[src/rtl/fifo_rd_burst_ctrl.sv]
// Read-side burst sequencer for the 8-bit read port of the reshape FIFO.
// It waits for a burst trigger and issues up to BURST_LEN read enables.
// It tracks outstanding beats, drains them, and checks that the returned
// data forms an incrementing byte sequence.
module fifo_rd_burst_ctrl #(
  parameter int unsigned DATA_WIDTH     = 8,
  parameter int unsigned BURST_LEN      = 64,
  parameter int unsigned CNT_WIDTH      = 16,
  parameter int unsigned RD_LATENCY_MAX = 4,
  parameter int unsigned TIMEOUT        = 15
) (
  input  logic                  clk_i,
  input  logic                  rst_i,
  input  logic                  enable_i,
  input  logic                  flush_i,
  input  logic                  pause_i,
  input  logic                  fifo_rst_busy_i,
  input  logic                  fifo_prog_full_i,
  input  logic                  fifo_empty_i,
  input  logic                  fifo_rd_valid_i,
  input  logic [DATA_WIDTH-1:0] fifo_rdata_i,
  output logic                  fifo_rd_en_o,
  output logic [DATA_WIDTH-1:0] data_o,
  output logic                  data_valid_o,
  output logic                  burst_active_o,
  output logic                  burst_done_o,
  output logic [CNT_WIDTH-1:0]  beat_cnt_o,
  output logic [CNT_WIDTH-1:0]  burst_cnt_o,
  output logic                  data_err_o,
  output logic                  timeout_err_o
);

  localparam int unsigned ISSUE_W = $clog2(BURST_LEN + 1);
  // Sized for a full burst plus the beats still in the read pipeline.
  localparam int unsigned OUTS_W  = $clog2(BURST_LEN + RD_LATENCY_MAX + 1);
  localparam int unsigned TMO_W   = $clog2(TIMEOUT + 1);

  typedef enum logic [1:0] {
    ST_INIT  = 2'd0,
    ST_WAIT  = 2'd1,
    ST_BURST = 2'd2,
    ST_DRAIN = 2'd3
  } state_t;

  state_t                  state;
  state_t                  state_nx;
  logic [ISSUE_W-1:0]      issue_cnt;
  logic [OUTS_W-1:0]       outstanding;
  logic [TMO_W-1:0]        tmo_cnt;
  logic [DATA_WIDTH-1:0]   expected;
  logic                    first_seen;
  logic                    done_set;
  logic                    tmo_set;
  logic                    busy_abort;

  // Next-state, read-enable issue, and completion/timeout events
  always_comb begin
    state_nx     = state;
    fifo_rd_en_o = 1'b0;
    done_set     = 1'b0;
    tmo_set      = 1'b0;
    busy_abort   = 1'b0;

    if (state == ST_BURST) begin
      fifo_rd_en_o = !fifo_empty_i && !pause_i &&
                     (issue_cnt < ISSUE_W'(BURST_LEN));
    end

    case (state)
      ST_INIT: begin
        if (!fifo_rst_busy_i) state_nx = ST_WAIT;
      end
      ST_WAIT: begin
        if (enable_i && !fifo_rst_busy_i &&
            (fifo_prog_full_i || (flush_i && !fifo_empty_i))) begin
          state_nx = ST_BURST;
        end
      end
      ST_BURST: begin
        if (fifo_rd_en_o && (issue_cnt == ISSUE_W'(BURST_LEN - 1))) begin
          state_nx = ST_DRAIN;
        end else if (issue_cnt >= ISSUE_W'(BURST_LEN)) begin
          state_nx = ST_DRAIN;
        end else if (fifo_empty_i && !pause_i && (issue_cnt != '0)) begin
          state_nx = ST_DRAIN;
        end
      end
      ST_DRAIN: begin
        if (outstanding == '0) begin
          state_nx = ST_WAIT;
          done_set = 1'b1;
        end else if (!fifo_rd_valid_i && (tmo_cnt == TMO_W'(TIMEOUT - 1))) begin
          state_nx = ST_WAIT;
          tmo_set  = 1'b1;
        end
      end
      default: state_nx = ST_INIT;
    endcase

    // FIFO going back into reset aborts whatever the controller was doing
    if (fifo_rst_busy_i && (state != ST_INIT)) begin
      state_nx   = ST_INIT;
      done_set   = 1'b0;
      tmo_set    = 1'b0;
      busy_abort = 1'b1;
    end
  end

  // State register
  always_ff @(posedge clk_i) begin
    if (rst_i) state <= ST_INIT;
    else       state <= state_nx;
  end

  // Burst bookkeeping: issue count, outstanding beats, drain timeout, status
  always_ff @(posedge clk_i) begin
    if (rst_i) begin
      issue_cnt      <= '0;
      outstanding    <= '0;
      tmo_cnt        <= '0;
      burst_active_o <= 1'b0;
      burst_done_o   <= 1'b0;
      burst_cnt_o    <= '0;
      timeout_err_o  <= 1'b0;
    end else begin
      if ((state == ST_WAIT) && (state_nx == ST_BURST)) begin
        issue_cnt <= '0;
      end else if (fifo_rd_en_o) begin
        issue_cnt <= issue_cnt + ISSUE_W'(1);
      end

      if (busy_abort || tmo_set) begin
        outstanding <= '0;
      end else if (fifo_rd_en_o && !fifo_rd_valid_i) begin
        outstanding <= outstanding + OUTS_W'(1);
      end else if (!fifo_rd_en_o && fifo_rd_valid_i && (outstanding != '0)) begin
        outstanding <= outstanding - OUTS_W'(1);
      end

      if (((state != ST_DRAIN) && (state_nx == ST_DRAIN)) || fifo_rd_valid_i) begin
        tmo_cnt <= '0;
      end else if ((state == ST_DRAIN) && (tmo_cnt != TMO_W'(TIMEOUT))) begin
        tmo_cnt <= tmo_cnt + TMO_W'(1);
      end

      burst_active_o <= (state_nx == ST_BURST) || (state_nx == ST_DRAIN);
      burst_done_o   <= done_set;
      if (done_set) burst_cnt_o <= burst_cnt_o + CNT_WIDTH'(1);
      if (tmo_set)  timeout_err_o <= 1'b1;
    end
  end

  // Data capture, beat counting and incrementing-pattern check
  always_ff @(posedge clk_i) begin
    if (rst_i) begin
      data_o       <= '0;
      data_valid_o <= 1'b0;
      beat_cnt_o   <= '0;
      expected     <= '0;
      first_seen   <= 1'b0;
      data_err_o   <= 1'b0;
    end else begin
      data_o       <= fifo_rdata_i;
      data_valid_o <= fifo_rd_valid_i;
      if (fifo_rd_valid_i) begin
        beat_cnt_o <= beat_cnt_o + CNT_WIDTH'(1);
        expected   <= fifo_rdata_i + DATA_WIDTH'(1);
        first_seen <= 1'b1;
        if (first_seen && (fifo_rdata_i != expected)) data_err_o <= 1'b1;
      end
    end
  end

endmodule

[config.mk]
export PLATFORM = sky130hd
export DESIGN_NAME = fifo_rd_burst_ctrl
export DESIGN_NICKNAME = d
export VERILOG_FILES = /design/src/rtl/fifo_rd_burst_ctrl.sv
export SDC_FILE = /design/constraint.sdc
export NUM_CORES = 1
export LEC_CHECK = 0
export CORE_MARGIN = 4
export CORE_UTILIZATION = 35
export CTS_BUF_LIST = sky130_fd_sc_hd__clkbuf_4 sky130_fd_sc_hd__clkbuf_8
export DETAILED_ROUTE_END_ITERATION = 10
export GPL_ROUTABILITY_DRIVEN = 0
export GPL_TIMING_DRIVEN = 0
export HOLD_SLACK_MARGIN = 0.02
export SLEW_MARGIN = 10
export SYNTH_ARGS = -nofsm -noshare
export SYNTH_HDL_FRONTEND = slang
export SYNTH_SLANG_ARGS = --single-unit
export TNS_END_PERCENT = 30
[constraint.sdc]
create_clock -name clk_i -period 3.2 [get_ports clk_i]
set_clock_uncertainty 0.2 [all_clocks]
set_input_delay 0.64 -clock clk_i [delete_from_list [all_inputs] [get_ports clk_i]]
set_output_delay 0.64 -clock clk_i [all_outputs]
set_load 0.005 [all_outputs]
==> flow_summary.toml, run 1 <==
[status]
status = "finished, final reports clean"

[sta]
period_share = 0.9438
relSlewSlack = 0.5135
fmax_ghz = 0.3311
grt_setup_unrepaired = "no"
maxSlewViolCount = 0
worst_pin_slew_ns = 0.7242
finalHoldViolCount = 0
period_needed_ns = 3.020
finalSetupViolCount = 0

[floorplanning]
coreArea_um2 = 9415
dieWidth_um = 107.2
initial_utilization = 0.3656
die-area_um2 = 11490
io_pins = 63
rows = 35
die_y_um = 107.2

[drt]
drt-vias-per-instance = 4.854
drc = 0
drt_first_pass_iters = 4
ant_nets = 0
routed_wl_um = 8080
vias = 2927
post_drt_wl_per_cell_um = 13.40
drt_iter0_drc = 82

[critical_path]
r2r_cells = 10
crit_fanout = 5
crit_arrival_ns = 3.05
critPathKind = "in -> reg"
cp-end-kind = "flop"
cp-start-kind = "input port"
regToRegSetupSlack_ns = 0.26
required_ns = 3.23

[logic_synthesis]
syn_nets = 419
synth-edff-count = 0
syn-instance-count = 389
yosysUniqueCellTypes = 45
ys_ff_latch = 74
yosysTopAreaCell = "dfxtp_1"
synth_async_sr_flop_share = 0
synth_ff_type = "dfxtp_1"
ys_seq_area_frac = 0.4304
synthTopCellsByArea = "dfxtp_1 (43%), nor2_1 (7.5%), xnor2_1 (7.1%)"
synth_warnings = 0
synth_top_area_frac = 0.4304
avgSynthCellArea_um2 = 8.848
syn-cell-area_um2 = 3442

[clock_network]
cts_tree = "built"
clk_latency_ns = 0.34
htreeDepth = 3
clockBufferDepth = 2
cts-root-buf = "clkbuf_8"
numCtsBuffers = 9
cts.sinks = 74
cts_hold_buf = 0
path_clk_slew_ns = 0.08

[final_layout]
final_area_um2 = 4584
finalNetCount = 499
diodes = 0
drive_gt1_frac = 0.09072
fin_cells = 603
areaGrowthSynthToFinish_pct = 33.19

[power_and_ir_drop]
p_sw_frac = 0.2904
peakVddDrop_mv = 0.2598
cellPowerDensity_nw_per_um2 = 553.9
p_sw_w = 0.0007374
comb_power_share = 0.263
clkPwrFrac = 0.329
p_int_w = 0.001802
power_w = 0.002539
power_frac_seq = 0.408
p_leak_nw = 1.662

[job]
max_cap_viol_count = 0

[place]
placed_cells = 580
dp.final_hpwl_um = 5837
dpl_cell_area_um2 = 4224
numPortBuffers = 62

[global_route]
grt_pass1_wl_um = 13730
grt_max_degree = 13
grt_usage = 0.1459
antenna_found_initial = 0
gr-total-overflow = 0
grt_pass1_vias = 2924

[hold_path]
min_path_type = "reg -> reg"
hold_depth = 2
final cells by class:
type | instances | area, um2
fillers | 884 | 4831
multi-input cells | 288 | 1916
flip-flops and latches | 74 | 1481
repair buffers | 69 | 680.7
well taps | 129 | 161.4
clock buffers | 12 | 158.9
clock inverters | 4 | 73.82
plain buffers | 13 | 60.06
inverters | 14 | 52.55
power by group through the flow:
| stage | clock network, W | registers, W | logic (W) |
|---|---|---|---|
| after floorplan | 0 | 0.00104 | 0.000448 |
| after global placement | 0 | 0.00105 | 0.000577 |
| after detailed placement | 0 | 0.00105 | 0.000585 |
| after CTS | 0.000861 | 0.00104 | 0.000623 |
| after global routing | 0.000893 | 0.00105 | 0.000741 |
| final | 0.000835 | 0.00104 | 0.000668 |
flip-flops by register name (all words and copies together), names as in the netlist, 2 cells and up:
name         flops
expected         8
data_o           8
issue_cnt        7
state            2
outstanding      7
tmo_cnt          4
beat_cnt_o      16
burst_cnt_o     16
final timing paths:
path                             start                          end
max reg2reg  issue_cnt[6]$_SDFFE_PP0P_  outstanding[6]$_SDFFE_PP0P_
max                            pause_i  outstanding[6]$_SDFFE_PP0P_
min            first_seen$_SDFFE_PP0P_      first_seen$_SDFFE_PP0P_
min reg2reg    first_seen$_SDFFE_PP0P_      first_seen$_SDFFE_PP0P_
metal layers:
layer / wire length [um] / vias to the layer above / global-route usage / share of wire
li1: - / 1504 / - / -
met1: 3880 / 1360 / 0.1875 / 0.48
met2: 3628 / 53 / 0.2324 / 0.45
met3: 463 / 10 / 0.04877 / 0.057
met4: 108 / 0 / 0.04201 / 0.013
met5: 0 / - / 0 / 0
repair_timing:
action | in CTS | in global routing
pin swaps | 1 | 5
endpoints found under the setup margin | 3 | 3
buffers inserted | 2 | 5
gates resized for setup | 7 | 13
cells in the mapped netlist, types with 2 or more instances:
master / number
nor2_1: 69
clkbuf_1: 11
nor4_1: 11
xor2_1: 22
and4_1: 2
a2111oi_0: 2
a21oi_1: 8
nand3b_1: 2
and3_1: 5
o21ai_0: 8
nor3_1: 15
or3_1: 5
nor4b_1: 3
xnor2_1: 28
ha_1: 12
mux2i_1: 7
a31oi_1: 5
nand3_1: 15
inv_1: 14
a211oi_1: 13
nand4_1: 2
nand4b_1: 2
nor2b_1: 10
nand2_1: 21
dfxtp_1: 74
a21o_1: 3
nand2b_1: 2
per-stage QoR:
stage                     TNS (ns)  hold slack (ns)    util  worst slack [ns]
after floorplan                  0           0.2355       -           0.01233
after global placement      -1.540           0.2493  0.4486           -0.7056
after detailed placement    -1.558           0.2577  0.4486           -0.7357
after CTS                 -0.02972           0.2768  0.4792          -0.02972
after global routing             0           0.3204  0.4869            0.1009
final                            0           0.2811  0.4869            0.1799
layout by cell type, fill, tap and decap left out, types with 11 or more instances in the layout:
| cell | synthesis | final |
|---|---|---|
| clkbuf_8 | 0 | 11 |
| clkdlybuf4s50_1 | 0 | 59 |
| a211oi_1 | 13 | 12 |
| xnor2_1 | 28 | 28 |
| nor4_1 | 11 | 11 |
| xor2_1 | 22 | 22 |
| nor3_1 | 15 | 14 |
| nand3_1 | 15 | 15 |
| nor2_1 | 69 | 69 |
| nand2_1 | 21 | 21 |
| dfxtp_1 | 74 | 74 |
| inv_1 | 14 | 13 |
cell families after synthesis:
kind of cell	count (synthesis)	share of synthesized area
xor gates and xnor gates	50	0.1272
AOI/OAI and AO/OA	46	0.08979
DFF	74	0.4304
muxes	8	0.02363
and+or+nand+nor	171	0.2497
adders and majority gates	13	0.04944
buffers and inverters	27	0.02980
critical path: stages:
cell            delay (ns)
dlymetal6s2s_1        0.13
or3_4                 0.37
buf_6                 0.14
nor3_4                0.18
inv_2                 0.10
fa_2                  0.39
a211oi_2              0.25
o21bai_1              0.11
a21oi_2               0.17
mux2i_1               0.22
mux2_2                0.35
No activity file was read; power rests on OpenSTA's default activity.
==> run 2: changes to the inputs <==
--- a/config.mk
+++ b/config.mk
@@ -5,6 +5,7 @@
 export SDC_FILE = /design/constraint.sdc
 export NUM_CORES = 1
 export LEC_CHECK = 0
+export CAP_MARGIN = 5
 export CORE_MARGIN = 4
 export CORE_UTILIZATION = 35
 export CTS_BUF_LIST = sky130_fd_sc_hd__clkbuf_4 sky130_fd_sc_hd__clkbuf_8
==> constraint.sdc (replaced) <==
create_clock -name clk_i -period 3.8 [get_ports clk_i]
set_clock_uncertainty 0.2 [all_clocks]
set_input_delay 0.76 -clock clk_i [delete_from_list [all_inputs] [get_ports clk_i]]
set_output_delay 0.76 -clock clk_i [all_outputs]
set_load 0.005 [all_outputs]
==> flow_summary.toml, run 2 (synthesis gave the netlist of run 1 again) <==
[global_route]
grtUsageMet2 = 0.2288
grt_pass1_vias = 2855
grt_use_met1 = 0.1963
gr-total-overflow = 0
grt_use_met3 = 0.05057
antenna_found_initial = 0
top_usage_layer = "met2"
grt_usage = 0.1478
grt_pass1_wl_um = 13730
grt_max_degree = 13

[final_layout]
final_common_cell = "dfxtp_1"
diodes = 0
register_area_um2 = 1481
fill_cells = 931
multi_input_area_um2 = 1863
finalNetCount = 492
final_cell_mix = "dfxtp_1 (74), nor2_1 (69), clkdlybuf4s50_1 (62)"
areaGrowthSynthToFinish_pct = 28.57
drive_gt1_frac = 0.06009
reg_top3 = "beat_cnt_o (16), burst_cnt_o (16)"

[clock_network]
clk_latency_ns = 0.34
htreeDepth = 3
numCtsBuffers = 9
path_clk_slew_ns = 0.08
cts_tree = "built"
cts.sinks = 74
clockBufferDepth = 2
cts-root-buf = "clkbuf_8"
cts_hold_buf = 0

[power_and_ir_drop]
cellPowerDensity_nw_per_um2 = 448.3
p_leak_nw = 1.565
peakVddDrop_mv = 0.1994

[critical_path]
crit_fanout = 8
regToRegSetupSlack_ns = 0.72
critPathKind = "in -> reg"
cp-start-kind = "input port"
crit_arrival_ns = 3.60
cp-end-kind = "flop"
required_ns = 3.83

[sta]
grt_setup_unrepaired = "no"
period_needed_ns = 3.568
relSlewSlack = 0.5293
holdWs_ns = 0.3004
worst_pin_slew_ns = 0.7007
setup-tns-final_ns = 0
maxSlewViolCount = 0
period_share = 0.9389
fmax_ghz = 0.2803
finalSetupViolCount = 0
finalHoldViolCount = 0

[drt]
routed_wl_um = 7949
drt_first_pass_iters = 4
drt-vias-per-instance = 4.798
ant_nets = 0
post_drt_wl_per_cell_um = 13.36
drc = 0
vias = 2855
drt_iter0_drc = 121

[place]
dp.final_hpwl_um = 5776
numPortBuffers = 62

[floorplanning]
dieWidth_um = 107.2
io_pins = 63
initial_utilization = 0.3656
die_y_um = 107.2
coreArea_um2 = 9415
die-area_um2 = 11490
rows = 35

[hold_path]
min_path_type = "reg -> reg"

[job]
max_cap_viol_count = 0

[status]
status = "finished, final reports clean"
[run 2: cell types whose count changed in the layout (fill, tap and decap cells not counted), moves of 2 or more]
cell	change
ha_1	+2
ha_4	-2
clkdlybuf4s50_1	+3
dlymetal6s2s_1	-3
buf_4	-8
[run 2: routing by layer]
layer | share of wire | up-vias
met2 | 0.45 | 49
met3 | 0.048 | 7
met1 | 0.49 | 1314
met4 | 0.012 | 0
met5 | 0 | -
li1 | - | 1485
[run 2: worst max-delay path, cell delays in order]
cell and delay (ns):
clkdlybuf4s50_1 0.42, or3_1 0.35, buf_2 0.16, nor3_2 0.19, inv_2 0.14, fa_1 0.44
a211oi_1 0.25, o21bai_1 0.11, a21oi_1 0.20, mux2i_1 0.22, mux2_2 0.35
[run 2: timing repair]
| item | 4_1_cts | 5_1_grt |
|---|---|---|
| buffers inserted | 0 | 0 |
| setup endpoints to repair | 0 | 1 |
| resized for setup | 0 | 2 |
[run 2: area by class of cell]
cell class              count  area share
clock inverters             4     0.01159
repair buffers             62      0.1402
multi-input cells         288      0.4210
flip-flops and latches     74      0.3347
plain buffers              13     0.01131
well taps                 129     0.03647
inverters                  14     0.01187
clock buffers              11     0.03280
[run 2: where the power goes]
group / internal (W) / switching, W / total, W / leakage [nW]
Sequential: 0.000821 / 0.0000485 / 0.000870 / 0.603
Clock: 0.000327 / 0.000293 / 0.000620 / 0.0992
Combinational: 0.000237 / 0.000257 / 0.000494 / 0.863
Total: 0.00139 / 0.000599 / 0.00198 / 1.56
[run 2: stage by stage]
step / worst slack (ns) / total power [W] / instance area [um2] / instances / utilization
after floorplan: 0.4793 / 0.001256 / 3442 / 389 / -
after global placement: -0.2554 / 0.001373 / 4224 / 580 / 0.4486
after detailed placement: -0.2664 / 0.001379 / 4224 / 580 / 0.4486
after CTS: 0.06588 / 0.002012 / 4420 / 595 / 0.4695
after global routing: 0.06782 / 0.002109 / 4425 / 595 / 0.4700
final: 0.2320 / 0.001984 / 4425 / 595 / 0.4700
[run 2: path summary, 6_finish.rpt]
kind                                 endpoint                      start  cells after the start
setup / recovery  outstanding[6]$_SDFFE_PP0P_                    pause_i                     11
hold / removal       expected[2]$_SDFFE_PP0P_   expected[2]$_SDFFE_PP0P_                      2
setup reg to reg  outstanding[6]$_SDFFE_PP0P_  issue_cnt[6]$_SDFFE_PP0P_                     10
hold reg to reg      expected[2]$_SDFFE_PP0P_   expected[2]$_SDFFE_PP0P_                      2
==> run 3: changes to the inputs <==
--- a/config.mk
+++ b/config.mk
@@ -7,12 +7,13 @@
 export LEC_CHECK = 0
 export CAP_MARGIN = 5
 export CORE_MARGIN = 4
-export CORE_UTILIZATION = 35
+export CORE_UTILIZATION = 45
 export CTS_BUF_LIST = sky130_fd_sc_hd__clkbuf_4 sky130_fd_sc_hd__clkbuf_8
 export DETAILED_ROUTE_END_ITERATION = 10
 export GPL_ROUTABILITY_DRIVEN = 0
 export GPL_TIMING_DRIVEN = 0
 export HOLD_SLACK_MARGIN = 0.02
+export PLACE_DENSITY = 0.7
 export SLEW_MARGIN = 10
 export SYNTH_ARGS = -nofsm -noshare
 export SYNTH_HDL_FRONTEND = slang
==> flow_summary.toml, run 3 (synthesis gave the netlist of run 1 again) <==
[floorplanning]
initial_utilization = 0.4695
io_pins = 63
die_y_um = 95.46
rows = 31
die-area_um2 = 9113
coreArea_um2 = 7331
dieWidth_um = 95.46

[clock_network]
cts.sinks = 74
path_clk_slew_ns = 0.08
cts-root-buf = "clkbuf_8"
clk_latency_ns = 0.34
cts_tree = "built"
htreeDepth = 3
clockBufferDepth = 2
cts_hold_buf = 0
numCtsBuffers = 9
post_cts_buffers = 0

[sta]
grt_setup_unrepaired = "no"
fmax_ghz = 0.2754
finalSetupViolCount = 0
worst_pin_slew_ns = 0.6864
relSlewSlack = 0.5389
finalHoldViolCount = 0
period_share = 0.9556
maxSlewViolCount = 0
period_needed_ns = 3.631

[global_route]
grt_use_met3 = 0.04499
grt_pass1_wl_um = 12990
antenna_found_initial = 0
top_usage_layer = "met2"
grt_pass1_vias = 2807
grtUsageMet2 = 0.3067
grt_use_met1 = 0.2147
gr-total-overflow = 0
grt_usage = 0.1785
grt_max_degree = 13

[final_layout]
final_cell_mix = "dfxtp_1 (74), nor2_1 (69), clkdlybuf4s50_1 (62)"
diodes = 0
final_common_cell = "dfxtp_1"
finalNetCount = 492
final_area_um2 = 4402
drive_gt1_frac = 0.05794
post-route-util = 0.6004
fill_cells = 637
areaGrowthSynthToFinish_pct = 27.88
reg_top3 = "beat_cnt_o (16), burst_cnt_o (16)"

[drt]
drt_iter0_drc = 71
drc = 0
drt_first_pass_iters = 4
ant_nets = 0
post_drt_wl_per_cell_um = 13.68
vias = 2952
drt-vias-per-instance = 5.225
routed_wl_um = 7731

[job]
max_cap_viol_count = 0

[critical_path]
cp-end-kind = "flop"
cp-start-kind = "input port"
required_ns = 3.83
regToRegSetupSlack_ns = 0.66
critPathKind = "in -> reg"
crit_arrival_ns = 3.66
crit_fanout = 8

[place]
dp.final_hpwl_um = 5651
dpl_cell_area_um2 = 4187
numPortBuffers = 62

[power_and_ir_drop]
p_leak_nw = 1.572
peakVddDrop_mv = 0.2719
cellPowerDensity_nw_per_um2 = 461.2
power_w = 0.002030

[status]
status = "finished, final reports clean"

[hold_path]
min_path_type = "reg -> reg"
==> run 3: report_power, final <==
group / leakage (nW) / total, W / switching, W / internal [W]
registers: 0.603 / 0.000869 / 0.0000479 / 0.000821
clock network: 0.107 / 0.000668 / 0.000284 / 0.000384
logic: 0.862 / 0.000493 / 0.000256 / 0.000237
==> run 3: what timing repair did <==
item,4_1_cts,5_1_grt
endpoints found under the setup margin,0,1
endpoints found under the hold margin,0,0
resized for setup,0,1
==> run 3: worst paths after layout <==
check / to / depth (start not counted) / start
worst max-delay path: outstanding[6]$_SDFFE_PP0P_ / 11 / pause_i
worst min-delay path: first_seen$_SDFFE_PP0P_ / 2 / first_seen$_SDFFE_PP0P_
worst min register to register: first_seen$_SDFFE_PP0P_ / 2 / first_seen$_SDFFE_PP0P_
worst max register to register: outstanding[6]$_SDFFE_PP0P_ / 10 / issue_cnt[6]$_SDFFE_PP0P_
==> run 3: final cells by class <==
type,instances,area (um2),area share
clock inverters,4,76.32,0.01734
inverters,14,52.55,0.01194
multi-input cells,288,1858,0.4221
clock buffers,11,138.9,0.03155
plain buffers,13,50.05,0.01137
flip-flops and latches,74,1481,0.3366
repair buffers,62,620.6,0.1410
well taps,99,123.9,0.02814
==> run 3: layer usage <==
layer  part of all wire  up-vias  wire [um]
met5                  0        -          0
met4              0.013        0        102
met3              0.052       10        402
met2               0.47       62       3628
met1               0.47     1391       3597
li1                   -     1489          -
==> run 3: metrics by stage <==
stage	setup TNS (ns)	worst slack [ns]	hold WS (ns)	std cells
2_1_floorplan	0	0.4793	0.2355	389
3_3_place_gp	-0.1764	-0.1764	0.2491	550
3_5_place_dp	-0.1979	-0.1979	0.2663	550
4_1_cts	0	0.1427	0.2783	565
5_1_grt	0	0.01149	0.3239	565
6_report	0	0.1688	0.2729	565
==> run 3: worst max-delay path: stages <==
cell	delay, ns
clkdlybuf4s50_1	0.41
or3_1	0.34
buf_2	0.16
nor3_1	0.26
inv_2	0.16
fa_1	0.45
a211oi_1	0.24
o21bai_1	0.11
a21oi_1	0.20
mux2i_1	0.22
mux2_2	0.35
==> RTL edit 1: new RTL, settings of run 1 <==
The parameter `DATA_WIDTH` goes from 8 to 9.
--- a/src/rtl/fifo_rd_burst_ctrl.sv
+++ b/src/rtl/fifo_rd_burst_ctrl.sv
@@ -3,7 +3,7 @@
 // It tracks outstanding beats, drains them, and checks that the returned
 // data forms an incrementing byte sequence.
 module fifo_rd_burst_ctrl #(
-  parameter int unsigned DATA_WIDTH     = 8,
+  parameter int unsigned DATA_WIDTH     = 9,
   parameter int unsigned BURST_LEN      = 64,
   parameter int unsigned CNT_WIDTH      = 16,
   parameter int unsigned RD_LATENCY_MAX = 4,
Interface: changed (resized data_o and fifo_rdata_i); port bits go from 63 to 65. The function was not compared with the original's and may differ.
==> RTL edit 1 against run 1 <==
- power grew 2.5%
- final area grew 1.6%
- worst setup slack lost 0.11 ns
- area after synthesis grew 2.4%
- first-iteration DRC count grew 77%
- sequential cell count grew 2
- wire length shrank 2.0%
- critical path type is now in -> out
==> RTL edit 1: results (changes against run 1) <==
* Net Sw Power at 751 uW (+1.8%)
* Final net count at 503 (+0.80%)
* Avg Inst Size Synth at 8.97 sq um (+1.4%)
* Worst hold slack at 0.273 ns (-0.00857 ns)
* Top cells by count, synth: 76 x dfxtp_1, 68 x nor2_1, 35 x xor2_1
* CP delay by family, top: buffers and inverters
* Drt pass-1 iters at 5 (+1)
* Status: completed
* Cell variety after synth at 47 (+4.4%)
* CP peak stage delay at 0.54 ns (+0.15 ns)
* DRT iter0 DRCs at 145 (+77%)
* Inverters at 8 (-6)
* Syn nets at 424 (+1.2%)
* FFs & Latches at 76 (+2.7%)
* Met3 Track Usage GR at 3.34% (-1.5 points)
* Dpl cells at 589 (+1.6%)
* Synth Instances at 393 (+1.0%)
* Non-clk buf share at 15.6% (-0.54 points)
* Tmin final at 3.13 ns (+0.113 ns)
* Pre-CTS WS at -0.664 ns (+0.0720 ns)
* Number of port buffers at 63 (+1.6%)
* Comb_multi_in at 294 (+2.1%)
* First-pass GRT wire length at 13.1 mm (-4.3%)
* Maximum VDD drop at 0.000420 V (+62%)
* Fill cells at 963 (+8.9%)
* Relative slew margins at 56.9% (+5.6 points)
RTL edit 1: cell types whose count changed in the layout (fill, tap and decap cells not counted), moves of 3 or more:
cell	before	now
xnor2_1	28	15
xor2_1	22	35
nand4_1	2	12
nor3_1	14	4
nor4_1	11	3
inv_1	13	7
o21ai_0	8	12
buf_1	1	4
buf_2	0	3
buf_4	8	5
clkdlybuf4s50_1	59	62
dlymetal6s2s_1	3	0
nor2b_1	10	13
RTL edit 1: worst paths after layout:
| path | start | endpoint | cells past startpoint |
|---|---|---|---|
| worst max-delay path | pause_i | fifo_rd_en_o | 5 |
| worst min-delay path | first_seen | first_seen | 2 |
| worst max register to register | state[0] | outstanding[5] | 11 |
| worst min register to register | first_seen | first_seen | 2 |
RTL edit 1: repair_timing:
action,4_1_cts,5_1_grt
gates cloned,0,0
resized for setup,9,4
setup endpoints to repair,3,2
pin swaps,4,5
buffers inserted,3,2
==> RTL edit 2: new RTL, config.mk and constraints of run 1 <==
Made on the original files. The 4 states of `state_t` get a one-hot encoding in 4 bits.
--- a/src/rtl/fifo_rd_burst_ctrl.sv
+++ b/src/rtl/fifo_rd_burst_ctrl.sv
@@ -35,11 +35,11 @@
   localparam int unsigned OUTS_W  = $clog2(BURST_LEN + RD_LATENCY_MAX + 1);
   localparam int unsigned TMO_W   = $clog2(TIMEOUT + 1);
 
-  typedef enum logic [1:0] {
-    ST_INIT  = 2'd0,
-    ST_WAIT  = 2'd1,
-    ST_BURST = 2'd2,
-    ST_DRAIN = 2'd3
+  typedef enum logic [3:0] {
+    ST_INIT  = 4'b0001,
+    ST_WAIT  = 4'b0010,
+    ST_BURST = 4'b0100,
+    ST_DRAIN = 4'b1000
   } state_t;
 
   state_t                  state;
Formal check against the unedited RTL: same outputs for any inputs over 10 cycles, from zero or initial values and one cycle with rst_i high; not proved beyond that.
==> RTL edit 2 against run 1 <==
- first-iteration DRC count is 11% higher
- largest cell class unchanged
- sequential cell count is 2 higher
- global-route usage fell by 0.65 points
- wire length down 0.94%
- clock power fell by 17%
- power decreased by 7.6%
- final area is 1.1% higher
- final cell count rose by 2.0%
- area after synthesis increased by 5.9%
- die area increased by 5.4%
- worst setup slack lost 0.095 ns
==> RTL edit 2: results (changes against run 1) <==
* Status: completed
* Final std cells w/o fill at 615 (+2.0%)
* Dpl cells at 600 (+3.4%)
* Dpl hpwl at 5.92 mm (+1.3%)
* CP Data Arrival Time at 2.27 ns (-0.78 ns)
* GRT Util Overall at 13.9% (-0.65 points)
* Final net count at 507 (+1.6%)
* Area contributors post-synth: dfxtp_1 42%, xor2_1 7.7%, nor2_1 6.7%, ha_1 4.1%, nor2b_1 2.7%
* Met3 Track Usage GR at 2.80% (-2.1 points)
* Critical Path End: fifo_rd_en_o
* Vias in the first global route at 2848 (-2.6%)
* Vias per std cell at 5.01 (+3.2%)
* Met1 usage at 18.3% (-0.50 points)
* Internal power at 1.59 mW (-12%)
* CP max stage cell: clkdlybuf4s50_1
* Xor and xnor area share after synthesis at 10.3% (-2.4 points)
* Sequential element share of the synthesized area at 41.7% (-1.3 points)
* Pre-CTS WS at -0.575 ns (+0.161 ns)
* FF-to-FF path depth at 8 (-2)
* Number of port buffers at 61 (-1.6%)
* FF-to-FF Start: state[2]
* Setup Buffers After CTS at 0 (-2)
* Fmax at 321 MHz (-3.0%)
* Syn nets at 436 (+4.1%)
* Slew @ Worst Pin at 0.517 ns (-0.208 ns)
* Met2 Usage GRT at 22.4% (-0.79 points)
* Placed cell areas at 4420 sq um (+4.7%)
* Post-Route WL at 8.00 mm (-0.94%)
* Post-synthesis compound-gate area fraction at 9.92% (+0.94 points)
-- RTL edit 2: changes by cell type after synthesis, moves of 5 or more --
cell,before,now
and4_1,2,7
a21oi_1,8,13
nand2_1,21,26
nor2b_1,10,16
xnor2_1,28,11
clkbuf_1,11,6
nor3_1,15,4
inv_1,14,9
xor2_1,22,32
nand4_1,2,12
-- RTL edit 2: power groups by stage --
stage	sequential, mW	combinational, mW	clock, mW
after floorplan	1.07	0.459	0
after global placement	1.08	0.588	0
after detailed placement	1.08	0.592	0
after CTS	1.06	0.599	0.718
after global routing	1.07	0.678	0.753
final	1.06	0.598	0.691
-- RTL edit 2: per-layer routing --
| layer | vias to the layer above | wire length, um |
|---|---|---|
| met5 | - | 0 |
| met4 | 0 | 133 |
| met3 | 10 | 331 |
| met2 | 50 | 3730 |
| met1 | 1439 | 3810 |
| li1 | 1582 | - |
-- RTL edit 2: kinds of logic after synthesis --
group,Yosys count
fa+ha+maj,13
compound gates,55
buf+inv,23
flops,76
simple gates,184
xor+xnor,43
mux,12
-- RTL edit 2: how the worst min path moves through the flow --
stage	to	slack (ns)	cells after the start	start
6_report	first_seen	0.28	2	first_seen
5_1_grt	outstanding[5]	0.30	2	outstanding[5]
4_1_cts	first_seen	0.28	2	first_seen
3_5_place_dp	first_seen	0.26	2	first_seen
3_3_place_gp	first_seen	0.25	2	first_seen
2_1_floorplan	first_seen	0.24	2	first_seen
-- RTL edit 2: repair_timing --
action                                  in CTS  in global routing
pin swaps                                    0                  0
endpoints found under the setup margin       2                  3
resized for setup                            3                  4
-- RTL edit 2: final cells by class --
class,instances,area (sq um)
Fill cell,954,5320
Clock buffer,9,124
Clock inverter,7,57.6
Multi-Input combinational cell,307,2060
Timing Repair Buffer,61,613
Sequential cell,76,1520
Inverter,9,33.8
Buffer,13,62.6
Tap cell,133,166
-- RTL edit 2: worst register-to-register path, delay by kind of cell, from the launching register on --
family	cells	cell delay [ns]
fa+ha+maj	1	0.39
mux	2	0.55
flops	1	0.51
compound gates	3	0.54
simple gates	2	0.64
-- RTL edit 2: per-stage QoR --
step	setup TNS [ns]	hold slack, ns
6_report	0	0.278
3_5_place_dp	-1.24	0.261
2_1_floorplan	0	0.235
5_1_grt	0	0.301
3_3_place_gp	-1.25	0.250
4_1_cts	0	0.281
